### config.mk
export PLATFORM = sky130hd
export DESIGN_NAME = sipo_deser_iob_flat
export DESIGN_NICKNAME = d
export VERILOG_FILES = /design/src/rtl/sipo_iob_pkg.sv /design/src/rtl/sipo_deser_iob_if.sv /design/src/rtl/sipo_iob_shreg.sv /design/src/rtl/sipo_deser_iob.sv /design/src/flat_wrapper.sv
export SDC_FILE = /design/constraint.sdc
export NUM_CORES = 1
export LEC_CHECK = 0
export CORE_ASPECT_RATIO = 0.6
export CORE_MARGIN = 4
export CORE_UTILIZATION = 56
export DETAILED_ROUTE_END_ITERATION = 10
export HOLD_SLACK_MARGIN = 0.05
export PLACE_DENSITY = 0.83
export SLEW_MARGIN = 25
export SYNTH_ARGS = -nofsm -noshare
export SYNTH_HDL_FRONTEND = slang
export SYNTH_SLANG_ARGS = --single-unit
### constraint.sdc
create_clock -name CLOCK_IOB -period 4.5 [get_ports CLOCK_IOB]
set_clock_uncertainty 0.15 [all_clocks]
set_input_delay 0.45 -clock CLOCK_IOB [delete_from_list [all_inputs] [get_ports CLOCK_IOB]]
set_output_delay 0.45 -clock CLOCK_IOB [all_outputs]
set_load 0.02 [all_outputs]
### src/rtl/sipo_iob_pkg.sv
// Shared types and helpers for the IOB serial-in/parallel-out deserializer.
// Optional parity support is enabled by defining SIPO_PARITY_EN.
package sipo_iob_pkg;

  typedef enum logic {SIPO_LSB_FIRST, SIPO_MSB_FIRST} sipo_order_t;

  // Counter width wide enough for WIDTH data bits plus an optional parity bit.
  function automatic int unsigned cnt_w(input int unsigned width);
    return $clog2(width + 2);
  endfunction

endpackage

### src/rtl/sipo_deser_iob_if.sv
// Word-level bus of the IOB deserializer: bit strobe inputs, word handshake and status.
// PAR_ERR_IOB is present only when SIPO_PARITY_EN is defined.
interface sipo_deser_iob_if
  import sipo_iob_pkg::*;
#(
  parameter int unsigned WIDTH = 8
);
  localparam int unsigned CntW = cnt_w(WIDTH);

  logic             EN_IOB;
  logic             DAT_IN_IOB;
  logic             CLR_IOB;
  logic             MSB_FIRST_IOB;
  logic             READY_IN_IOB;
  logic [WIDTH-1:0] WORD_OUT_IOB;
  logic             VALID_OUT_IOB;
  logic             OVF_OUT_IOB;
  logic [CntW-1:0]  CNT_OUT_IOB;
`ifdef SIPO_PARITY_EN
  logic             PAR_ERR_IOB;
`endif

  modport master (
`ifdef SIPO_PARITY_EN
    input  PAR_ERR_IOB,
`endif
    output EN_IOB, DAT_IN_IOB, CLR_IOB, MSB_FIRST_IOB, READY_IN_IOB,
    input  WORD_OUT_IOB, VALID_OUT_IOB, OVF_OUT_IOB, CNT_OUT_IOB
  );

  modport slave (
`ifdef SIPO_PARITY_EN
    output PAR_ERR_IOB,
`endif
    input  EN_IOB, DAT_IN_IOB, CLR_IOB, MSB_FIRST_IOB, READY_IN_IOB,
    output WORD_OUT_IOB, VALID_OUT_IOB, OVF_OUT_IOB, CNT_OUT_IOB
  );

endinterface

### src/rtl/sipo_iob_shreg.sv
// Shifter, bit counter, order latch and parity accumulator of the IOB deserializer.
// done_o pulses combinationally on the edge that accepts the last bit; word_o/par_o are valid then.
module sipo_iob_shreg
  import sipo_iob_pkg::*;
#(
  parameter int unsigned Width = 8,
  parameter int unsigned NBits = 8
) (
  input  logic                     clk_i,
  input  logic                     rst_ni,
  input  logic                     en_i,
  input  logic                     dat_i,
  input  logic                     clr_i,
  input  logic                     msb_first_i,
  output logic [Width-1:0]         word_o,
  output logic                     done_o,
  output logic                     par_o,
  output logic [cnt_w(Width)-1:0]  cnt_o
);
  localparam int unsigned CntW = cnt_w(Width);

  logic [Width-1:0] data_q, data_d;
  logic [CntW-1:0]  cnt_q, cnt_d;
  sipo_order_t      order_q, order_d;
  logic             par_q, par_d;
  logic             accept, last;

  always_comb begin
    data_d  = data_q;
    cnt_d   = cnt_q;
    order_d = order_q;
    par_d   = par_q;
    accept  = en_i & ~clr_i;
    last    = accept && (cnt_q == CntW'(NBits - 1));
    if (clr_i) begin
      data_d  = '0;
      cnt_d   = '0;
      order_d = SIPO_LSB_FIRST;
      par_d   = 1'b0;
    end else if (accept) begin
      if (cnt_q == '0) order_d = sipo_order_t'(msb_first_i);
      // A trailing parity bit (cnt beyond the data bits) is never shifted in.
      if (cnt_q < CntW'(Width)) begin
        data_d = (order_d == SIPO_MSB_FIRST) ? {data_q[Width-2:0], dat_i}
                                             : {dat_i, data_q[Width-1:1]};
      end
      par_d = ((cnt_q == '0) ? 1'b0 : par_q) ^ dat_i;
      cnt_d = last ? '0 : cnt_q + CntW'(1);
    end
  end

  always_ff @(posedge clk_i or negedge rst_ni) begin
    if (!rst_ni) begin
      data_q  <= '0;
      cnt_q   <= '0;
      order_q <= SIPO_LSB_FIRST;
      par_q   <= 1'b0;
    end else begin
      data_q  <= data_d;
      cnt_q   <= cnt_d;
      order_q <= order_d;
      par_q   <= par_d;
    end
  end

  assign word_o = data_d;
  assign done_o = last;
  assign par_o  = par_d;
  assign cnt_o  = cnt_q;

endmodule

### src/rtl/sipo_deser_iob.sv
// IOB deserializer top: assembles strobed bits into words behind a valid/ready holding register
// with a sticky overflow flag. Define SIPO_PARITY_EN for a trailing parity bit and PAR_ERR_IOB.
module sipo_deser_iob
  import sipo_iob_pkg::*;
#(
  parameter int unsigned WIDTH      = 8,
  parameter int unsigned PARITY_ODD = 0
) (
  input logic              CLOCK_IOB,
  input logic              RES_IOB,
  sipo_deser_iob_if.slave  bus
);
`ifdef SIPO_PARITY_EN
  localparam int unsigned NBits = WIDTH + 1;
`else
  localparam int unsigned NBits = WIDTH;
`endif

  logic [WIDTH-1:0] sr_word;
  logic             sr_done;
  logic             sr_par;

  logic [WIDTH-1:0] word_q, word_d;
  logic             valid_q, valid_d;
  logic             ovf_q, ovf_d;
  logic             load;
`ifdef SIPO_PARITY_EN
  logic             par_err_q, par_err_d;
`else
  logic             unused_par;
  logic             unused_parity_odd;
  assign unused_par        = sr_par;
  assign unused_parity_odd = (PARITY_ODD != 0);
`endif

  sipo_iob_shreg #(
    .Width (WIDTH),
    .NBits (NBits)
  ) u_shreg (
    .clk_i       (CLOCK_IOB),
    .rst_ni      (RES_IOB),
    .en_i        (bus.EN_IOB),
    .dat_i       (bus.DAT_IN_IOB),
    .clr_i       (bus.CLR_IOB),
    .msb_first_i (bus.MSB_FIRST_IOB),
    .word_o      (sr_word),
    .done_o      (sr_done),
    .par_o       (sr_par),
    .cnt_o       (bus.CNT_OUT_IOB)
  );

  always_comb begin
    word_d  = word_q;
    valid_d = valid_q;
    ovf_d   = ovf_q;
`ifdef SIPO_PARITY_EN
    par_err_d = par_err_q;
`endif
    // Load when the holding register is empty or is being drained on this very edge.
    load = sr_done && (!valid_q || bus.READY_IN_IOB);
    if (load) begin
      word_d  = sr_word;
      valid_d = 1'b1;
`ifdef SIPO_PARITY_EN
      par_err_d = sr_par ^ (PARITY_ODD != 0);
`endif
    end else if (valid_q && bus.READY_IN_IOB) begin
      valid_d = 1'b0;
    end
    if (bus.CLR_IOB) begin
      ovf_d = 1'b0;
    end else if (sr_done && !load) begin
      ovf_d = 1'b1;
    end
  end

  always_ff @(posedge CLOCK_IOB or negedge RES_IOB) begin
    if (!RES_IOB) begin
      word_q  <= '0;
      valid_q <= 1'b0;
      ovf_q   <= 1'b0;
`ifdef SIPO_PARITY_EN
      par_err_q <= 1'b0;
`endif
    end else begin
      word_q  <= word_d;
      valid_q <= valid_d;
      ovf_q   <= ovf_d;
`ifdef SIPO_PARITY_EN
      par_err_q <= par_err_d;
`endif
    end
  end

  assign bus.WORD_OUT_IOB  = word_q;
  assign bus.VALID_OUT_IOB = valid_q;
  assign bus.OVF_OUT_IOB   = ovf_q;
`ifdef SIPO_PARITY_EN
  assign bus.PAR_ERR_IOB   = par_err_q;
`endif

endmodule

### src/flat_wrapper.sv
// flat-port wrapper written by rule: the top's interface ports become plain ports
module sipo_deser_iob_flat import sipo_iob_pkg::*;
#(
  parameter int unsigned WIDTH      = 8,
  parameter int unsigned PARITY_ODD = 0
)
  (CLOCK_IOB, RES_IOB, bus_EN_IOB, bus_DAT_IN_IOB, bus_CLR_IOB, bus_MSB_FIRST_IOB, bus_READY_IN_IOB, bus_WORD_OUT_IOB, bus_VALID_OUT_IOB, bus_OVF_OUT_IOB, bus_CNT_OUT_IOB);
  sipo_deser_iob_if #(.WIDTH(WIDTH)) bus_i ();
  input logic CLOCK_IOB;
  input logic RES_IOB;
  input wire logic [$bits(bus_i.EN_IOB)-1:0] bus_EN_IOB;
  input wire logic [$bits(bus_i.DAT_IN_IOB)-1:0] bus_DAT_IN_IOB;
  input wire logic [$bits(bus_i.CLR_IOB)-1:0] bus_CLR_IOB;
  input wire logic [$bits(bus_i.MSB_FIRST_IOB)-1:0] bus_MSB_FIRST_IOB;
  input wire logic [$bits(bus_i.READY_IN_IOB)-1:0] bus_READY_IN_IOB;
  output wire logic [$bits(bus_i.WORD_OUT_IOB)-1:0] bus_WORD_OUT_IOB;
  output wire logic [$bits(bus_i.VALID_OUT_IOB)-1:0] bus_VALID_OUT_IOB;
  output wire logic [$bits(bus_i.OVF_OUT_IOB)-1:0] bus_OVF_OUT_IOB;
  output wire logic [$bits(bus_i.CNT_OUT_IOB)-1:0] bus_CNT_OUT_IOB;
  assign bus_i.EN_IOB = bus_EN_IOB;
  assign bus_i.DAT_IN_IOB = bus_DAT_IN_IOB;
  assign bus_i.CLR_IOB = bus_CLR_IOB;
  assign bus_i.MSB_FIRST_IOB = bus_MSB_FIRST_IOB;
  assign bus_i.READY_IN_IOB = bus_READY_IN_IOB;
  assign bus_WORD_OUT_IOB = bus_i.WORD_OUT_IOB;
  assign bus_VALID_OUT_IOB = bus_i.VALID_OUT_IOB;
  assign bus_OVF_OUT_IOB = bus_i.OVF_OUT_IOB;
  assign bus_CNT_OUT_IOB = bus_i.CNT_OUT_IOB;
  sipo_deser_iob #(.WIDTH(WIDTH), .PARITY_ODD(PARITY_ODD)) u_core (.CLOCK_IOB(CLOCK_IOB), .RES_IOB(RES_IOB), .bus(bus_i));
endmodule
### Word-level counts from Yosys, hierarchy flattened

Index checks and enable logic that the tools add are counted.

* word-level logic and storage cells: 38
* flip-flop bits (word level): 23

* add/subtract/negate cells: 1
* $lt $le $gt $ge: 1
* bitwise logic cells: 2
* muxes and demuxes: 16
* reductions and logical operators: 11
* equal/unequal tests: 1

Operators with widths (count)
* 8-bit two-way mux: 4
* 4-bit two-way mux: 3
* 1-bit two-way mux: 9
* 2-bit nonzero test: 3
* 4-bit by 1-bit adder with 4-bit output (second input constant): 1
* 4-bit by 3-bit == test with 1-bit output (second input constant): 1
* 1-bit logical AND: 4
* 4-bit logical NOT: 1
* 4-bit < comparator (second input constant): 1
* 1-bit logical NOT: 2
* 1-bit AND: 1
* 1-bit logical OR: 1
* 1-bit inverter: 1

### Longest topological paths before layout

Gate-level depths: netlist of the first run.

* word-level depth: 8
* mapped depth: 6

### Modules after synthesis

Synthesis of the first run repeated with hierarchy kept, for this count alone.

* cell total of the unflattened synthesis: 112
* area, all modules: 1377.6 um2

Modules (own cells, without submodules)
* sipo_iob_shreg: area each 960.9 um2, cells an instance 88, instances 1, seq. area each 350.3 um2
* sipo_deser_iob: area each 416.6 um2, cells an instance 24, instances 1, seq. area each 250.2 um2

### Worst setup path before layout of the first run

OpenSTA, ideal clock, no wires.

* path type: register to register
* from: reg u_core.u_shreg.cnt_q[0] (netlist: u_core.u_shreg.cnt_o[0])
* to: reg u_core.u_shreg.data_q[6]
* stages on the path, launching flop included: 7
* arrival time: 1.690 ns
* buffers on the path: 1
* clock period less this slack: 1.923 ns
* slack: 2.577 ns
* data required time: 4.267 ns
* setup time: 0.083 ns
* path through: dfrtp_1 > inv_1 > ha_1 > nor3b_1 > buf_1 > mux2_2 > o21ai_0

* longest elaborated chain between the ends: 8
* elaborated cells between the ends (all ways): 9
* those cells by class: order compare: 1; mux: 7; reduce/logical: 1

Ends and longest elaborated chain
* start: declaration: RTL line sipo_iob_shreg.sv:23 `logic [CntW-1:0] cnt_q, cnt_d;`
* start signal: assignment: RTL line sipo_iob_shreg.sv:60 `cnt_q <= cnt_d;`
* 4-bit logical NOT
* 1-bit two-way mux: RTL line sipo_iob_shreg.sv:41 `if (cnt_q == '0) order_d = sipo_order_t'(msb_first_i);`
* 1-bit two-way mux: RTL line sipo_iob_shreg.sv:40 `end else if (accept) begin`
* 1-bit two-way mux: RTL line sipo_iob_shreg.sv:35 `if (clr_i) begin`
* 8-bit two-way mux: RTL line sipo_iob_shreg.sv:44 `data_d = (order_d == SIPO_MSB_FIRST) ? {data_q[Width-2:0], dat_i}`
* 8-bit two-way mux *: RTL line sipo_iob_shreg.sv:43 `if (cnt_q < CntW'(Width)) begin`
* 8-bit two-way mux *: RTL line sipo_iob_shreg.sv:40
* 8-bit two-way mux *: RTL line sipo_iob_shreg.sv:35
* via u_core.sr_word[6]: RTL line sipo_deser_iob.sv:19 `logic [WIDTH-1:0] sr_word;`
* end signal: assignment: RTL line sipo_iob_shreg.sv:59 `data_q <= data_d;`
* end: declaration: RTL line sipo_iob_shreg.sv:22 `logic [Width-1:0] data_q, data_d;`

Mark *: on every way through the listed nets, which the timed path passes. The rest lies on a longest branch. The select of a mux whose other input is x is not followed.
A chain may end at the register's enable or synchronous reset.

### Final worst setup path of the first run

* from: in bus_CLR_IOB
* to: reg u_core.word_q[3] (netlist: u_core.bus.WORD_OUT_IOB[3])

* longest elaborated chain between the ends: 4
* elaborated cells between the ends (all ways): 6
* those cells by class: mux: 2; bitwise: 2; reduce/logical: 2

Ends and longest elaborated chain
* start: declaration: RTL line flat_wrapper.sv:13 `input wire logic [$bits(bus_i.CLR_IOB)-1:0] bus_CLR_IOB;`
* 1-bit inverter: RTL line sipo_iob_shreg.sv:33 `accept = en_i & ~clr_i;`
* 1-bit AND: RTL line sipo_iob_shreg.sv:33
* 8-bit two-way mux or 1-bit logical AND (tied branches): RTL line sipo_iob_shreg.sv:40, sipo_iob_shreg.sv:34
* 8-bit two-way mux or 1-bit logical AND (tied branches): RTL line sipo_iob_shreg.sv:35, sipo_deser_iob.sv:60
* end signal: assignment: RTL line sipo_deser_iob.sv:86 `word_q <= word_d;`
* end: declaration: RTL line sipo_deser_iob.sv:23 `logic [WIDTH-1:0] word_q, word_d;`

Several ways; a longest one is shown, not always the timed one.

==> summary.md, run 1 <==
| Metric | Value |
|---|---|
| Status | completed |
| Top post-synthesis cells by count | 25 x mux2i_1, 23 x dfrtp_1, 11 x inv_1 |
| Clk buf depth | 2 |
| Seq/Total Area, Yosys | a little under half |
| RSZ-0062 raised after global routing | false |
| Post-CTS Resized | 0 |
| Syn Area/Cell | 11.1 um2 |
| 1st-iter DRT viols | 84 |
| Cell area after layout | about 0.0015 mm2 |
| Remaining antenna violation count after routing | 0 |
| Async set-reset flop share out of synthesis | between 90% and 100% |
| CTS tree | yes |
| Port bufs | 20 |
| CP delay by family, top | simple AND/OR/NAND/NOR gates |
| Yosys warns | 0 |
| Cell row count | 12 |
| Leakage | 0.633 nW |
| Tcrit/Tclk final | approximately 58% |
| Yosys top cell area share | between 40 and 50% |
| DRC viols | 0 |
| Setup crit end kind | flip-flop |
| Hold Crit Start | u_core.bus.WORD_OUT_IOB[0] |
| Critical Path RT | 4540 ps |
| Vias | between 800 and 900 |
| Clk Latency, worst-skew pair | around 270 ps |
| Arr. time, crit path | roughly 2600 ps |
| EDFF count, synth | 0 |
| Final hold violation count | 0 |
| Layout Nets | roughly 140 |
| Synth Cell Area | 0.00126 mm2 |
| CTS root buf | clkbuf_8 |
| Total number of H-tree levels | 1 |
| Vias in the first global route | 916 |
| Die area | between 0.003 and 0.004 mm2 |
| Reg2reg path depth | 3 |
| Post-DR vias/cell | between 5 and 6 |
| Crit path time final | 2600 ps |
| Max Transition Viols Final | 0 |
| All-layer global routing usage | 18.5% |
| Most frequent cell after synthesis | mux2i_1 |
| Fmax | approximately 380 MHz |
| Placer Congestion | 0.773 |
| Hold endpoint | u_core.bus.WORD_OUT_IOB[0] |
| Placed Area | roughly 0.0015 mm2 |
| Synth top area cells | dfrtp_1 46%, mux2i_1 20%, mux2_2 7.2%, nand3b_1 4.8%, inv_1 3.3% |
| Detailed Place HPWL | 1.86 mm |
| CP Launch Type | primary input |
| Routed WL per cell | between 15 and 20 um |
| # diodes | 0 |
| Fill cells | ~140 |
| # Max-Cap Violations | 0 |
| Final WL | approximately 2.6 mm |
| Reg2reg setup slack | between 2000 and 2500 ps |
| Slew of the pin with the lowest slew margin | between 600 and 700 ps |
| CP Max Fanout | 19 |
| Global-route wire length before repair | 4.48 mm |
| Tightest Hold Check Type | flip-flop to flip-flop |
| Rel. slew slack | 59.5% |
| Setup TNS | 0 ps |
| Die Wd | roughly 70 um |
| Cells after Synth | approximately 110 |
| Antenna violations before repair | 0 |
| Peak supply drop | 277 uV |
| Max incr delay on CP | between 700 and 800 ps |
| Final setup margin | about 1900 ps |
| Critical path, cell by cell | clkdlybuf4s50_1, or3b_1, nor3_4, mux2i_1 |
| Core Region | just under 0.002 mm2 |
| Reg2reg start | u_core.u_shreg.cnt_o[3] |
| CP max-delay cell | or3b_1 |
| Yosys cell types | 27 |
| Dpl ws | 1630 ps |
| R2R Path End | u_core.bus.WORD_OUT_IOB[3] |
| Starting Density | between 60% and 70% |
| Synth Flop Type | dfrtp_1 |
| Largest net degree at the start of global routing | 24 |
| IO Count | 21 |
| Area Growth Syn to Fin | 20.6% |
| Crit Path Category | primary input to flip-flop |
| Total grt overflow | 0 |
| Cts bufs inserted | 3 |
| FF+latch count, synth | 23 |
| Die height | about 45 um |
| Sink Count | 23 |
| 1st-pass router iterations | 4 |
| Worst hold path stage count | 2 |
| Buffer count from post-CTS setup fixing | 0 |
| Synth Net Count | around 120 |
| Top cell type by total area after synthesis | dfrtp_1 |
| Crit path buf inv count | 1 |
| Final setup viols | 0 |
| Worst-path clk slew | about 80 ps |
| Layout cells sized above 1 | roughly 13% |
| Power Density | around 280 mW/mm2 |
| Total power | around 0.42 mW |
[cell usage in the layout, fill, tap and decap left out, drive strengths merged]
master	instances
o22ai	1
xor2	1
a21bo	1
ha	2
or3	1
nand3b	8
dlygate4sd3	1
nor2b	1
clkbuf	3
clkdlybuf4s50	19
dfrtp	23
o21ai	8
a21oi	2
o21ba	1
inv	11
mux2i	25
nand4	1
nor3	1
nor4	1
xnor2	1
nand3	1
buf	2
nor3b	1
mux2	8
or3b	1
clkinvlp	1
nand2	3
nor2	3
[registers in the layout, indices dropped and copies added, names as in the netlist]
name	cells
u_core.bus.WORD_OUT_IOB	8
u_core.bus.VALID_OUT_IOB	1
u_core.u_shreg.data_q	8
u_core.u_shreg.cnt_o	4
u_core.bus.OVF_OUT_IOB	1
u_core.u_shreg.order_q	1
[logic make-up (layout without fill, tap and decap cells)]
kind of cell | after synthesis | in the layout | synth area share (%)
AOI/OAI and AO/OA | 13 | 13 | 6.06
xor gates and xnor gates | 2 | 2 | 1.39
adders and majority gates | 2 | 2 | 1.99
buffers and inverters | 18 | 37 | 6.26
DFF | 23 | 23 | 45.7
muxes | 33 | 33 | 27.0
and+or+nand+nor | 22 | 22 | 11.5
[worst max path at each step]
stage                                            end  slack, ps  cells past startpoint                     from
final                     u_core.bus.WORD_OUT_IOB[3]       1900                      4              bus_CLR_IOB
after global placement    u_core.bus.WORD_OUT_IOB[5]       1730                      4              bus_CLR_IOB
after detailed placement  u_core.bus.WORD_OUT_IOB[5]       1630                      4              bus_CLR_IOB
after floorplan             u_core.u_shreg.data_q[6]       2580                      6  u_core.u_shreg.cnt_o[0]
after CTS                 u_core.bus.WORD_OUT_IOB[4]       1910                      4              bus_CLR_IOB
after global routing      u_core.bus.WORD_OUT_IOB[1]       1750                      4              bus_CLR_IOB
[worst min-delay path, delay by kind of cell (launching register included)]
family                 cells  cell delay (ps)
flip-flops                 1              380
multiplexers               1               50
buffers and inverters      1               50
[metrics by stage]
stage | hold WS [ps] | cells | util, %
after floorplan | 4.41 | 113 | -
after detailed placement | 358 | 155 | 73.9
after CTS | 377 | 159 | 76.3
final | 373 | 160 | 76.6
after global placement | 358 | 155 | 73.9
after global routing | 406 | 160 | 76.6
[power by group]
part | leakage [nW] | switching, mW | total, mW | internal [mW]
Sequential | 0.279 | 0.00833 | 0.221 | 0.213
Clock | 0.0217 | 0.0695 | 0.132 | 0.0627
Combinational | 0.332 | 0.0326 | 0.0643 | 0.0317
Total | 0.633 | 0.110 | 0.417 | 0.307
[per-layer routing]
| metal | share of wire [%] | routed length [um] | global-route usage, % |
|---|---|---|---|
| met3 | 4.1 | 106 | 5.56 |
| met4 | 1.9 | 50 | 5.06 |
| met5 | 0 | 0 | 0 |
| met1 | 54 | 1390 | 27.4 |
| met2 | 40 | 1040 | 26.5 |
[final cells by class]
type	count	area [um2]	share of cell area [%]
repair buffers	22	213	14.0
clock inverters	1	7.51	0.495
flip-flops and latches	23	576	37.9
well taps	28	35.0	2.31
multi-input cells	72	604	39.8
inverters	11	41.3	2.72
clock buffers	3	41.3	2.72
[what timing repair did]
item	in CTS	in global routing
hold buffers	0	1
endpoints found under the setup margin	0	0
hold endpoints to repair	0	23
(Power assumes the default switching activity.)
==> run 2: changes to the inputs <==
- CORE_UTILIZATION: 56 -> 47
- PLACE_DENSITY: 0.83 -> 0.75
- clock period: 4.5 -> 2.3 ns (I/O delays scaled with it)
==> run 2 against run 1 <==
Critical path depth grew 2; clock power grew 99%; routed wire length grew 7.5%; worst setup slack lost 1500 ps; worst hold slack lost 210 ps; sequential share of layout area shrank 0.92 points; final cell count grew 5.0%; via count grew 1.5%; clock-buffer cell count is the same; first-iteration DRC count shrank 17%; total power grew 98%.
==> summary.md, run 2 (synthesis gave the netlist of run 1 again) <==
| Metric | Value |
|---|---|
| CP Max Fanout | 10 (-9) |
| All-layer global routing usage | 17.9% (-0.62 points) |
| Crit path time final | between 1500 and 2000 ps |
| Status | completed |
| RSZ-0062 raised after global routing | false |
| Total number of H-tree levels | 1 (unchanged) |
| Slew of the pin with the lowest slew margin | 492 ps (-115 ps) |
| Routed WL per cell | 16.6 um (+2.4%) |
| Fmax | around 530 MHz |
| CTS root buf | clkbuf_8 |
| Sink Count | 23 (unchanged) |
| Antenna violations before repair | 0 (unchanged) |
| # Max-Cap Violations | 0 (unchanged) |
| Reg2reg start | u_core.u_shreg.cnt_o[0] |
| Cell row count | 14 (+2) |
| Post-DR vias/cell | 5.36 (-3.4%) |
| Arr. time, crit path | 1930 ps (-710 ps) |
| Reg2reg setup slack | 400 ps (-2000 ps) |
| Hold_buf cts | 0 (unchanged) |
| Remaining antenna violation count after routing | 0 (unchanged) |
| Port bufs | 20 (unchanged) |
| Worst-path clk slew | 90 ps (about the same) |
| Final WL | 2.78 mm (+7.5%) |
| Commonest non-fill, non-tap cells in the layout | 25 x mux2i_1, 23 x dfrtp_1, 20 x clkdlybuf4s50_1 |
| Crit Path Category | flip-flop to flip-flop |
| # diodes | 0 (unchanged) |
| Crit path launch | u_core.u_shreg.cnt_o[0] |
| Setup crit end kind | flip-flop |
| Cell area after layout | 0.00156 mm2 (+2.5%) |
| Peak supply drop | 325 uV (+18%) |
| 1st-iter DRT viols | 70 (-17%) |
| Starting Density | 49.9% (-14 points) |
| Tcrit/Tclk final | 82.5% |
| Fill cells | 202 (+47%) |
| Rel. slew slack | 67.1% (+7.6 points) |
| Total grt overflow | 0 (unchanged) |
| DRC viols | 0 (unchanged) |
| Critical Path RT | 2330 ps (-2210 ps) |
| Final Non-Filler Cells | 168 (+5.0%) |
| Placer Congestion | 0.746 (-3.5%) |
| Leakage | 0.653 nW (+3.2%) |
| Reg2reg path depth | 6 (+3) |
| Die height | 48.1 um (+7.5%) |
| Vias | 900 (+1.5%) |
| Buffer count from post-CTS setup fixing | 0 (unchanged) |
| 1st-pass router iterations | 4 (unchanged) |
| Largest net degree at the start of global routing | 24 (unchanged) |
| Placed cells | 164 (+5.8%) |
| Die area | 0.00360 mm2 (+16%) |
| Placed Area | 0.00151 mm2 (+2.9%) |
| Post-CTS Resized | 0 (unchanged) |
| Vias in the first global route | 914 (-0.22%) |
| CP Launch Type | flip-flop |
| Tightest Hold Check Type | primary input to async pin |
| Die Wd | 74.8 um (+8.1%) |
| Critical Path End | u_core.u_shreg.data_q[2] |
| Register area | 576 um2 (unchanged) |
| Layout cells sized above 1 | 15.4% (+2.6 points) |
| Cts bufs inserted | 3 (unchanged) |
| Final setup viols | 0 (unchanged) |
| Commonest non-fill, non-tap cell in the layout | mux2i_1 |
| Core Region | 0.00252 mm2 (+27%) |
| CTS tree | yes |
| Global-route wire length before repair | 4.51 mm (+0.60%) |
| Clk buf depth | 2 (unchanged) |
| Clk Latency, worst-skew pair | 270 ps (about the same) |
| R2R Path End | u_core.u_shreg.data_q[2] |
| Area occupied by multi-input gates | 604 um2 (unchanged) |
| IO Count | 21 (unchanged) |
| Max Transition Viols Final | 0 (unchanged) |
| Area Growth Syn to Fin | 23.6% |
| Detailed Place HPWL | 2.03 mm (+9.2%) |
| Layout Nets | 146 (+2.8%) |
| Power Density | 533 mW/mm2 (+94%) |
| Setup TNS | 0 ps (unchanged) |
| Final hold violation count | 0 (unchanged) |
==> run 2: layout make-up <==
class,instances,share of cell area [%]
clock inverters,1,0.483
flip-flops and latches,23,37.0
repair buffers,26,15.8
multi-input cells,72,38.9
well taps,32,2.57
clock buffers,3,2.65
inverters,11,2.65
==> run 2: report_power, final <==
group          total (mW)  leakage, nW  internal, mW  switching (mW)
clock network       0.263       0.0217         0.123           0.141
registers           0.434        0.279         0.416          0.0179
logic               0.131        0.352        0.0664          0.0650
total               0.829        0.653         0.605           0.223
==> run 2: worst min path at each step <==
stage,from,end,depth (start not counted)
4_1_cts,RES_IOB,u_core.u_shreg.cnt_o[1],2
6_report,RES_IOB,u_core.u_shreg.cnt_o[1],2
3_3_place_gp,u_core.bus.OVF_OUT_IOB,u_core.bus.OVF_OUT_IOB,1
3_5_place_dp,u_core.bus.OVF_OUT_IOB,u_core.bus.OVF_OUT_IOB,1
5_1_grt,RES_IOB,u_core.u_shreg.order_q,2
2_1_floorplan,RES_IOB,u_core.bus.OVF_OUT_IOB,0
==> run 2: worst max-delay path: stages, from the launching register on <==
cell	delay [ps]
dfrtp_1	440
inv_1	80
ha_1	130
nor3b_1	190
buf_4	220
mux2_2	380
o21ai_0	210
==> run 2: through the flow <==
step                setup slack (ps)  total power [mW]  utilization (%)  hold WS, ps
floorplan                        377             0.517                -         -216
global placement                 238             0.568             59.7          339
detailed placement               184             0.575             59.7          344
CTS                              416             0.836             61.7          173
global route                     262             0.865             61.7          188
finish                           402             0.829             61.7          161
==> run 2: routing by layer <==
layer,up-vias,part of all wire (%),GRT usage [%]
met4,0,1.4,6.38
met1,440,51,25.4
met3,4,4.9,4.61
met2,20,43,26.7
li1,436,-,-
met5,-,0,0
==> run 3: changes to the inputs <==
- CORE_UTILIZATION: 47 -> 52
- PLACE_DENSITY: 0.75 -> 0.78
- clock period: 2.3 -> 1.8 ns (I/O delays scaled with it)
==> run 3 against run 2 <==
Total power grew 31%; clock-buffer cell count grew 1; combinational power grew 69%; sequential cell count is the same; worst setup slack lost 350 ps; clock power grew 19%; sequential share of layout area shrank 2.4 points; sequential power grew 27%; via count grew 6.8%; die area shrank 8.3%; utilization grew 13 points; global-route usage grew 1.4 points; largest cell class unchanged.
==> summary.md, run 3 (synthesis gave the netlist of run 1 again) <==
| Metric | Value |
|---|---|
| Setup crit end kind | output pin |
| Commonest non-fill, non-tap cells in the layout | 25 x mux2i_1, 22 x dfrtp_1, 20 x clkdlybuf4s50_1 |
| Clk Latency, worst-skew pair | 260 ps (about the same) |
| R2R Path End | u_core.bus.WORD_OUT_IOB[7] |
| CP Max Fanout | 5 (-5) |
| Power Density | 652 mW/mm2 (+22%) |
| Placer Congestion | 0.803 (+7.6%) |
| Clk buf depth | 2 (unchanged) |
| Crit path buf inv count | 1 (-1) |
| Worst-path clk slew | 80 ps (about the same) |
| Layout Nets | 154 (+5.5%) |
| Sink Count | 23 (unchanged) |
| Vias in the first global route | 974 (+6.6%) |
| CTS tree | yes |
| Final Non-Filler Cells | 174 (+3.6%) |
| Die area | 0.00330 mm2 (-8.3%) |
| Final hold violation count | 0 (unchanged) |
| Reg2reg setup slack | 70 ps (-330 ps) |
| Core Region | 0.00223 mm2 (-12%) |
| Tightest Hold Check Type | primary input to async pin |
| All-layer global routing usage | 19.4% (+1.4 points) |
| Combinational share of power | 20.5% (+4.6 points) |
| Cts bufs inserted | 3 (unchanged) |
| Critical path, cell by cell | clkdlybuf4s50_1 |
| WP depth | 1 (-5) |
| Total power | 1.09 mW (+31%) |
| Crit path launch | u_core.u_shreg.cnt_o[2] |
| Clk network pwr share | 28.8% (-3.0 points) |
| 1st-pass router iterations | 4 (unchanged) |
| Tcrit/Tclk final | around 97% |
| Placed cells | 168 (+2.4%) |
| # Max-Cap Violations | 0 (unchanged) |
| Arr. time, crit path | 1410 ps (-520 ps) |
| CP delay by family, top | buffers and inverters |
| Final setup viols | 0 (unchanged) |
| DRC viols | 0 (unchanged) |
| Die Wd | 71.5 um (-4.4%) |
| Final WL | 3.01 mm (+8.0%) |
| WHS | 117 ps (-43.6 ps) |
| Max incr delay on CP | 660 ps (+220 ps) |
| Critical Path End | bus_CNT_OUT_IOB[2] |
| Area Growth Syn to Fin | 32.3% |
| Port bufs | 20 (unchanged) |
| Commonest non-fill, non-tap cell in the layout | mux2i_1 |
| Cell row count | 13 (-1) |
| Peak supply drop | 542 uV (+67%) |
| Fill cells | 140 (-31%) |
| Die height | 46.1 um (-4.1%) |
| Remaining antenna violation count after routing | 0 (unchanged) |
| Largest net degree at the start of global routing | 24 (unchanged) |
| Crit Path Category | flip-flop to output pin |
| Total grt overflow | 0 (unchanged) |
| CTS root buf | clkbuf_8 |
| Total number of H-tree levels | 1 (unchanged) |
| Vias | 961 (+6.8%) |
| Max Transition Viols Final | 0 (unchanged) |
| RSZ-0062 raised after global routing | true |
| IO Count | 21 (unchanged) |
| Rel. slew slack | 67.7% (+0.59 points) |
| Leakage | 0.713 nW (+9.3%) |
| Reg2reg path depth | 6 (unchanged) |
| Crit path time final | 1740 ps |
| # diodes | 0 (unchanged) |
| Critical Path RT | 1470 ps (-860 ps) |
| Sw frac | 25.6% (-1.3 points) |
| Detailed Place HPWL | 2.13 mm (+5.3%) |
| Global-route wire length before repair | 4.72 mm (+4.8%) |
| Reg2reg start | u_core.u_shreg.cnt_o[0] |
| Cell Int Power | 0.807 mW (+33%) |
| Routed WL per cell | 17.3 um (+4.3%) |
| Antenna violations before repair | 0 (unchanged) |
| CP Launch Type | flip-flop |
| Hold_buf cts | 0 (unchanged) |
| CP max-delay cell | clkdlybuf4s50_1 |
| Layout cells sized above 1 | 22.2% (+6.8 points) |
| Post-DR vias/cell | 5.52 (+3.1%) |
| Switching power total | 0.278 mW (+25%) |
| Status | completed |
| Slew of the pin with the lowest slew margin | 485 ps (-7.31 ps) |
| Setup TNS | 0 ps (unchanged) |
| Fmax | 573 MHz |
| 1st-iter DRT viols | 38 (-46%) |
| Starting Density | 56.5% (+6.6 points) |
| Sequential Power Share | 50.7% (-1.7 points) |
-- run 3: worst min path at each step --
| stage | startpoint | end | slack (ps) |
|---|---|---|---|
| final | RES_IOB | u_core.bus.WORD_OUT_IOB[3] | 120 |
| after global routing | RES_IOB | u_core.bus.OVF_OUT_IOB | 140 |
| after detailed placement | u_core.bus.OVF_OUT_IOB | u_core.bus.OVF_OUT_IOB | 350 |
| after CTS | RES_IOB | u_core.bus.WORD_OUT_IOB[4] | 120 |
| after floorplan | RES_IOB | u_core.bus.OVF_OUT_IOB | -270 |
| after global placement | u_core.bus.OVF_OUT_IOB | u_core.bus.OVF_OUT_IOB | 340 |
-- run 3: area by class of cell --
class	count	area [um2]	share of cell area, %
flip-flops and latches	23	577	34.6
multi-input cells	72	627	37.6
well taps	30	37.5	2.25
clock buffers	4	45.0	2.70
inverters	11	41.3	2.48
repair buffers	34	338	20.3
-- run 3: metal layers --
layer | wire length, um | share of wire, % | global-route usage, % | vias to the layer above
met3 | 140 | 4.7 | 5.45 | 4
li1 | - | - | - | 452
met4 | 18 | 0.60 | 5.62 | 0
met2 | 1440 | 48 | 31.4 | 27
met5 | 0 | 0 | 0 | -
met1 | 1410 | 47 | 25.8 | 478
-- run 3: timing repair --
| item | CTS | global route |
|---|---|---|
| gates cloned | 1 | 0 |
| buffers inserted | 0 | 1 |
| endpoints found under the hold margin | 0 | 0 |
| gates resized for setup | 2 | 15 |
| setup endpoints to repair | 1 | 15 |
-- run 3: stage by stage --
step                      instance area (um2)  util (%)  setup slack (ps)
after detailed placement                 1580      70.7              -103
after global placement                   1580      70.7             -58.9
after global routing                     1670      74.7             -25.4
final                                    1670      74.7              56.0
after floorplan                          1260         -              12.9
after CTS                                1630      73.2              42.7
-- run 3: power by group through the flow --
stage / logic [mW] / clock network (mW) / registers (mW)
floorplan: 0.0978 / 0 / 0.564
global placement: 0.183 / 0 / 0.558
detailed placement: 0.190 / 0 / 0.560
CTS: 0.196 / 0.322 / 0.550
global route: 0.238 / 0.346 / 0.552
finish: 0.222 / 0.313 / 0.551
